## config.mk

```make
export PLATFORM = sky130hd
export DESIGN_NAME = injection_scheduler_flat
export DESIGN_NICKNAME = d
export VERILOG_FILES = /design/src/rtl/nocrtl_traffic_pkg.sv /design/src/rtl/injection_scheduler_if.sv /design/src/rtl/injection_scheduler_lfsr32.sv /design/src/rtl/injection_scheduler.sv /design/src/flat_wrapper.sv
export SDC_FILE = /design/constraint.sdc
export NUM_CORES = 1
export LEC_CHECK = 0
export CAP_MARGIN = 30
export CORE_MARGIN = 4
export CORE_UTILIZATION = 53
export DETAILED_ROUTE_END_ITERATION = 8
export HOLD_SLACK_MARGIN = 0.15
export PLACE_DENSITY = 0.76
export SETUP_SLACK_MARGIN = 0.15
export SLEW_MARGIN = 25
export SYNTH_ARGS = -nofsm -noshare
export SYNTH_HDL_FRONTEND = slang
export SYNTH_SLANG_ARGS = --single-unit
```

## constraint.sdc

```tcl
create_clock -name clk -period 3.5 [get_ports clk]
set_input_delay 0.525 -clock clk [delete_from_list [all_inputs] [get_ports clk]]
set_output_delay 0.525 -clock clk [all_outputs]
set_load 0.01 [all_outputs]
```

## src/rtl/nocrtl_traffic_pkg.sv

```systemverilog
// Shared types and constants for the traffic-injection sources.
package nocrtl_traffic_pkg;

  typedef enum logic [1:0] {
    ST_IDLE  = 2'd0,
    ST_RUN   = 2'd1,
    ST_DRAIN = 2'd2,
    ST_DONE  = 2'd3
  } state_t;

  // Galois taps for x^32 + x^22 + x^2 + x + 1
  localparam logic [31:0] LFSR_TAPS    = 32'h8020_0003;
  localparam logic [31:0] DEFAULT_SEED = 32'hACE1_2345;

  // One right-shifting Galois step
  function automatic logic [31:0] lfsr_next(input logic [31:0] v);
    return {1'b0, v[31:1]} ^ (v[0] ? LFSR_TAPS : 32'h0);
  endfunction

endpackage

```

## src/rtl/injection_scheduler_if.sv

```systemverilog
// Flit output port from an injection source toward the router local input.
interface injection_scheduler_if #(
  parameter int DATA_W = 32,
  parameter int DEST_W = 4
);
  logic              out_valid;
  logic              out_ready;
  logic [DATA_W-1:0] out_data;
  logic [DEST_W-1:0] out_dest;

  modport master (output out_valid, output out_data, output out_dest, input out_ready);
  modport slave  (input out_valid, input out_data, input out_dest, output out_ready);
endinterface

```

## src/rtl/injection_scheduler_lfsr32.sv

```systemverilog
// Free-running 32-bit Galois LFSR with a step enable; a zero seed would lock up,
// so it is replaced by 1.
module lfsr32
  import nocrtl_traffic_pkg::*;
#(
  parameter logic [31:0] SEED = DEFAULT_SEED
) (
  input  logic        clk,
  input  logic        reset,
  input  logic        i_en,
  output logic [31:0] o_lfsr
);

  localparam logic [31:0] SEED_EFF = (SEED == 32'h0) ? 32'h1 : SEED;

  logic [31:0] r_lfsr;

  // Load the seed on reset, otherwise step when enabled
  always_ff @(posedge clk) begin
    if (reset) begin
      r_lfsr <= SEED_EFF;
    end else if (i_en) begin
      r_lfsr <= lfsr_next(r_lfsr);
    end
  end

  assign o_lfsr = r_lfsr;

endmodule

```

## src/rtl/injection_scheduler.sv

```systemverilog
// Per-node NoC traffic injector: rate-controlled random hits, a backlog of
// hits that could not be loaded yet, and one output flit register.
//
// state    | meaning
// ---------+------------------------------------------------------------
// ST_IDLE  | after reset, waiting for the first send phase
// ST_RUN   | hits are generated and loaded into the output register
// ST_DRAIN | no new hits; backlog and pending flit are flushed
// ST_DONE  | drained, nothing outstanding; done is high
module injection_scheduler #(
  parameter int          DATA_W    = 32,
  parameter int          DEST_W    = 4,
  parameter int          NODE_ID   = 0,
  parameter int          RATE_W    = 8,
  parameter int          BACKLOG_W = 6,
  parameter logic [31:0] SEED      = 32'hACE1_2345
) (
  input  logic              clk,
  input  logic              reset,
  input  logic              send,
  input  logic [RATE_W-1:0] rate,
  injection_scheduler_if.master out_if,
  output logic [15:0]       injected_cnt,
  output logic [15:0]       sent_cnt,
  output logic              overflow,
  output logic              done
);
  import nocrtl_traffic_pkg::*;

  localparam int              SEQ_W     = DATA_W - 8;
  localparam logic [7:0]      NODE_TAG  = 8'(NODE_ID);
  localparam logic [DEST_W-1:0] NODE_DEST = DEST_W'(NODE_ID);

  logic [31:0]          w_lfsr;
  logic                 w_unused_lfsr;
  logic                 w_hit;
  logic                 w_handshake;
  logic                 w_slot_free;
  logic                 w_backlog_nz;
  logic                 w_backlog_full;
  logic                 w_load;
  logic                 w_drained;
  logic [DEST_W-1:0]    w_dest_raw;
  logic [DEST_W-1:0]    w_dest;

  state_t               r_state;
  logic                 r_done;
  logic                 r_out_valid;
  logic [DATA_W-1:0]    r_out_data;
  logic [DEST_W-1:0]    r_out_dest;
  logic [SEQ_W-1:0]     r_seq;
  logic [BACKLOG_W-1:0] r_backlog;
  logic                 r_overflow;
  logic [15:0]          r_injected_cnt;
  logic [15:0]          r_sent_cnt;

  lfsr32 #(.SEED(SEED)) u_lfsr (
    .clk    (clk),
    .reset  (reset),
    .i_en   (1'b1),
    .o_lfsr (w_lfsr)
  );

  // Only the low rate bits and the top destination bits are consumed
  assign w_unused_lfsr  = ^w_lfsr;

  assign w_hit          = (r_state == ST_RUN) && (w_lfsr[RATE_W-1:0] < rate);
  assign w_handshake    = r_out_valid && out_if.out_ready;
  assign w_slot_free    = !r_out_valid || out_if.out_ready;
  assign w_backlog_nz   = |r_backlog;
  assign w_backlog_full = &r_backlog;
  assign w_load         = w_slot_free && (w_hit || w_backlog_nz);

  // A node never targets itself; flip the lsb instead
  assign w_dest_raw     = w_lfsr[31 -: DEST_W];
  assign w_dest         = (w_dest_raw == NODE_DEST) ? (NODE_DEST ^ DEST_W'(1)) : w_dest_raw;

  // Drain is complete once no backlog remains and the output register will be
  // empty after this cycle, so done follows the last handshake directly
  assign w_drained      = !w_backlog_nz && w_slot_free;

  // Phase sequencing with a registered done flag
  always_ff @(posedge clk) begin
    if (reset) begin
      r_state <= ST_IDLE;
      r_done  <= 1'b0;
    end else begin
      unique case (r_state)
        ST_IDLE: begin
          if (send) r_state <= ST_RUN;
        end
        ST_RUN: begin
          if (!send) r_state <= ST_DRAIN;
        end
        ST_DRAIN: begin
          if (send) begin
            r_state <= ST_RUN;
          end else if (w_drained) begin
            r_state <= ST_DONE;
            r_done  <= 1'b1;
          end
        end
        ST_DONE: begin
          if (send) begin
            r_state <= ST_RUN;
            r_done  <= 1'b0;
          end
        end
        default: begin
          r_state <= ST_IDLE;
          r_done  <= 1'b0;
        end
      endcase
    end
  end

  // Output flit register: load a new flit when free, hold while stalled
  always_ff @(posedge clk) begin
    if (reset) begin
      r_out_valid <= 1'b0;
      r_out_data  <= '0;
      r_out_dest  <= '0;
      r_seq       <= '0;
    end else if (w_load) begin
      r_out_valid <= 1'b1;
      r_out_data  <= {NODE_TAG, r_seq};
      r_out_dest  <= w_dest;
      r_seq       <= r_seq + SEQ_W'(1);
    end else if (w_handshake) begin
      r_out_valid <= 1'b0;
    end
  end

  // Backlog of hits not yet loaded; a hit arriving at saturation is lost
  always_ff @(posedge clk) begin
    if (reset) begin
      r_backlog  <= '0;
      r_overflow <= 1'b0;
    end else if (w_hit && !w_load) begin
      if (w_backlog_full) begin
        r_overflow <= 1'b1;
      end else begin
        r_backlog <= r_backlog + BACKLOG_W'(1);
      end
    end else if (w_load && !w_hit) begin
      r_backlog <= r_backlog - BACKLOG_W'(1);
    end
  end

  // Hit and handshake counters, wrapping, cleared only by reset
  always_ff @(posedge clk) begin
    if (reset) begin
      r_injected_cnt <= '0;
      r_sent_cnt     <= '0;
    end else begin
      if (w_hit)       r_injected_cnt <= r_injected_cnt + 16'd1;
      if (w_handshake) r_sent_cnt     <= r_sent_cnt + 16'd1;
    end
  end

  assign out_if.out_valid = r_out_valid;
  assign out_if.out_data  = r_out_data;
  assign out_if.out_dest  = r_out_dest;
  assign injected_cnt     = r_injected_cnt;
  assign sent_cnt         = r_sent_cnt;
  assign overflow         = r_overflow;
  assign done             = r_done;

endmodule
```

## src/flat_wrapper.sv

```systemverilog
// flat-port wrapper written by rule: the top's interface ports become plain ports
module injection_scheduler_flat import nocrtl_traffic_pkg::*;
#(
  parameter int          DATA_W    = 32,
  parameter int          DEST_W    = 4,
  parameter int          NODE_ID   = 0,
  parameter int          RATE_W    = 8,
  parameter int          BACKLOG_W = 6,
  parameter logic [31:0] SEED      = 32'hACE1_2345
)
  (clk, reset, send, rate, injected_cnt, sent_cnt, overflow, done, out_if_out_valid, out_if_out_data, out_if_out_dest, out_if_out_ready);
  injection_scheduler_if #(.DATA_W(DATA_W), .DEST_W(DEST_W)) out_if_i ();
  input  logic clk;
  input  logic reset;
  input  logic send;
  input  logic [RATE_W-1:0] rate;
  output logic [15:0] injected_cnt;
  output logic [15:0] sent_cnt;
  output logic overflow;
  output logic done;
  output wire logic [$bits(out_if_i.out_valid)-1:0] out_if_out_valid;
  output wire logic [$bits(out_if_i.out_data)-1:0] out_if_out_data;
  output wire logic [$bits(out_if_i.out_dest)-1:0] out_if_out_dest;
  input wire logic [$bits(out_if_i.out_ready)-1:0] out_if_out_ready;
  assign out_if_out_valid = out_if_i.out_valid;
  assign out_if_out_data = out_if_i.out_data;
  assign out_if_out_dest = out_if_i.out_dest;
  assign out_if_i.out_ready = out_if_out_ready;
  injection_scheduler #(.DATA_W(DATA_W), .DEST_W(DEST_W), .NODE_ID(NODE_ID), .RATE_W(RATE_W), .BACKLOG_W(BACKLOG_W), .SEED(SEED)) u_core (.clk(clk), .reset(reset), .send(send), .rate(rate), .out_if(out_if_i), .injected_cnt(injected_cnt), .sent_cnt(sent_cnt), .overflow(overflow), .done(done));
endmodule
```

==> out/metrics.cfg <==
[sta]
tightest_slew_ns=0.8987
fin_crit_sh_pct=87.72
final_hold_viol_count=0
fin_skew_ns=0.008475
layout_min_cycle_time_ns=3.070
whs_ns=0.4140
finalSetupViolations=0
setup_tns_ns=0
slew_headroom_pct=39.92
fmax_mhz=325.7
rsz0062_at_grt=false
final_max_slew_viol_count=0

[finish]
final_cell_area_sq_um=6715
antenna_cells=0
area_delta_synth_final_pct=26.19
drive_gt1_share_pct=8.555
final_util_pct=68.70
nets=695

[grt]
antenna_found_initial=0
grt_overflow=0
grt_pass1_vias=4152
grt_first_pass_wirelength_um=18930
track_usage_pct=19.91
grt_max_degree=86

[die]
design.core.area_sq_um=9774
fp.dieW_um=108.2
dieArea_sq_um=11710
rows=36
die_y_um=108.2
start_util_pct=54.44
ios=83

[placed_design]
placed_cell_area_sq_um=6106
routabilityCongestion=0.7952
portBuffers=74
hpwl_um=7243

[route]
route.detailed.drc=0
dr.pass1.iters=5
antenna_left=0
detail_route.wl_per_cell_um=13.48
viasPerCell=5.233
totalWireLength_um=10930
drt_iter0_drc=201
via_count=4244

[synth]
synth_top_cell_by_area=dfxtp_1
synth_flop_cell=dfxtp_1
avgSynthCellArea_sq_um=8.928
syn_area_sq_um=5321
ys_seq_area_share_pct=47.78
async_flop_share_pct=0
synth.area.top_cells=dfxtp_1, xor2_1, nand2_1
netlist.area_leader.share_pct=47.78
ys_types=46
ys_warn_count=0
synth_most_common_cell=dfxtp_1
synth_cells=596
synth_seq_cells=127
synth_edf_count=0
synth_common_cells=dfxtp_1, nand2_1, nor2_1

[clocking]
cts_tree=done
path_clk_slew_ns=0.06
insertion_delay_ns=0.52
cts_resized=0
h-tree-depth=4
clockBufferDepth=2
cts.sinks=127
clockRootBuffer=clkbuf_8
cts_hold_buffers=0
post_cts_buffers=0
cts_buffers=17

[job]
max-cap-violations=0

[outcome]
status=finished clean

[setup_path]
crit_fanout=5
cp.required_ns=3.95
worstSetupEndpointType=flip-flop
cp-start-kind=primary input
crit_arrival_ns=3.52
path_class=primary input to flip-flop

[worst_hold_path]
hold_class=flip-flop to flip-flop

[power]
cellPowerDensity_nw_per_um2=658.1
ir_drop_mv=0.4184
p_leak_uw=0.002521

-- stage by stage --
| stage | power, uW | worst slack, ns | std cells |
|---|---|---|---|
| floorplan | 2395 | 0.2463 | 603 |
| global placement | 2596 | 0.07122 | 779 |
| detailed placement | 2650 | -0.03620 | 779 |
| CTS | 4454 | 0.4980 | 811 |
| global route | 4655 | 0.3263 | 811 |
| finish | 4419 | 0.4296 | 811 |
-- cells by family after synthesis --
| logic type | share of synthesized area (%) |
|---|---|
| xor+xnor | 8.723 |
| fa+ha+maj | 4.373 |
| mux | 1.176 |
| simple gates | 22.69 |
| compound gates | 10.32 |
| flops | 47.78 |
| other cells | 0.07047 |
| buf+inv | 4.867 |
-- power by group --
| group | total (uW) | leakage (uW) | switching (uW) | internal [uW] |
|---|---|---|---|---|
| Sequential | 1660 | 0.00104 | 103 | 1560 |
| Combinational | 961 | 0.00120 | 577 | 384 |
| Clock | 1790 | 0.000289 | 634 | 1160 |
| Total | 4420 | 0.00252 | 1310 | 3100 |
-- worst max-delay path, cell delays in order --
cell and delay [ns]:
clkdlybuf4s50_1 0.45, inv_1 0.04, ha_1 0.32, a21o_1 0.20, a31oi_2 0.20, o211a_4 0.20
nand2_1 0.14, ha_1 0.37, nor2b_1 0.17, o21ai_0 0.14, o2bb2ai_1 0.17, or4b_1 0.51
nand4_1 0.10
-- layer usage --
metal  global-route usage, %  wire (um)  vias to the layer above
met2                   32.42       5148                       92
met1                   25.53       5062                     2009
met3                   5.254        553                       17
met5                       0          0                        -
met4                   7.214        168                        0
li1                        -          -                     2126
-- sequential cells by signal, summed over array words and instances, names as in the netlist --
| signal | cells |
|---|---|
| u_core.injected_cnt | 16 |
| u_core.r_seq | 24 |
| u_core.out_if.out_valid | 1 |
| u_core.r_backlog | 6 |
| u_core.overflow | 1 |
| u_core.done | 1 |
| u_core.sent_cnt | 16 |
| u_core.out_if.out_data | 24 |
| u_core.r_state | 2 |
| u_core.u_lfsr.o_lfsr | 32 |
| u_core.out_if.out_dest | 4 |
-- placed cells by master (no fill, tap or decap), types with 3 or more instances in the layout --
| cell | count |
|---|---|
| ha_1 | 17 |
| conb_1 | 8 |
| nor2_1 | 70 |
| o21ai_1 | 4 |
| nand3_1 | 19 |
| nand4_1 | 13 |
| mux2i_1 | 4 |
| or3_1 | 8 |
| bufinv_16 | 4 |
| or2_2 | 12 |
| and2_1 | 5 |
| nand2_1 | 77 |
| clkinvlp_4 | 3 |
| xnor2_1 | 12 |
| buf_4 | 8 |
| inv_1 | 14 |
| a21oi_1 | 40 |
| o21ai_0 | 12 |
| nor3_1 | 7 |
| dfxtp_1 | 127 |
| o2111ai_1 | 8 |
| clkbuf_16 | 16 |
| clkdlybuf4s50_1 | 73 |
| and4_1 | 5 |
| and3_1 | 7 |
| nor2b_1 | 20 |
| a21o_1 | 3 |
| xor2_1 | 41 |
| o211ai_1 | 9 |
-- worst paths after layout --
kind | startpoint | to | slack (ns) | cells after the start
setup reg to reg | u_core.u_lfsr.o_lfsr[2]$_SDFF_PP1_ | u_core.r_backlog[5]$_SDFFE_PP0P_ | 0.63 | 11
hold reg to reg | u_core.u_lfsr.o_lfsr[9]$_SDFF_PP1_ | u_core.u_lfsr.o_lfsr[8]$_SDFF_PP1_ | 0.41 | 1
hold / removal | u_core.u_lfsr.o_lfsr[9]$_SDFF_PP1_ | u_core.u_lfsr.o_lfsr[8]$_SDFF_PP1_ | 0.41 | 1
setup / recovery | rate[2] | u_core.r_backlog[5]$_SDFFE_PP0P_ | 0.43 | 13
-- layout make-up --
class | count | area (sq um)
inverters | 14 | 52.55
clock inverters | 13 | 187.7
multi-input cells | 424 | 2554
well taps | 133 | 166.4
fillers | 813 | 3059
flip-flops and latches | 127 | 2542
repair buffers | 81 | 790.8
clock buffers | 19 | 421.7
No activity file was read; power rests on OpenSTA's default activity.
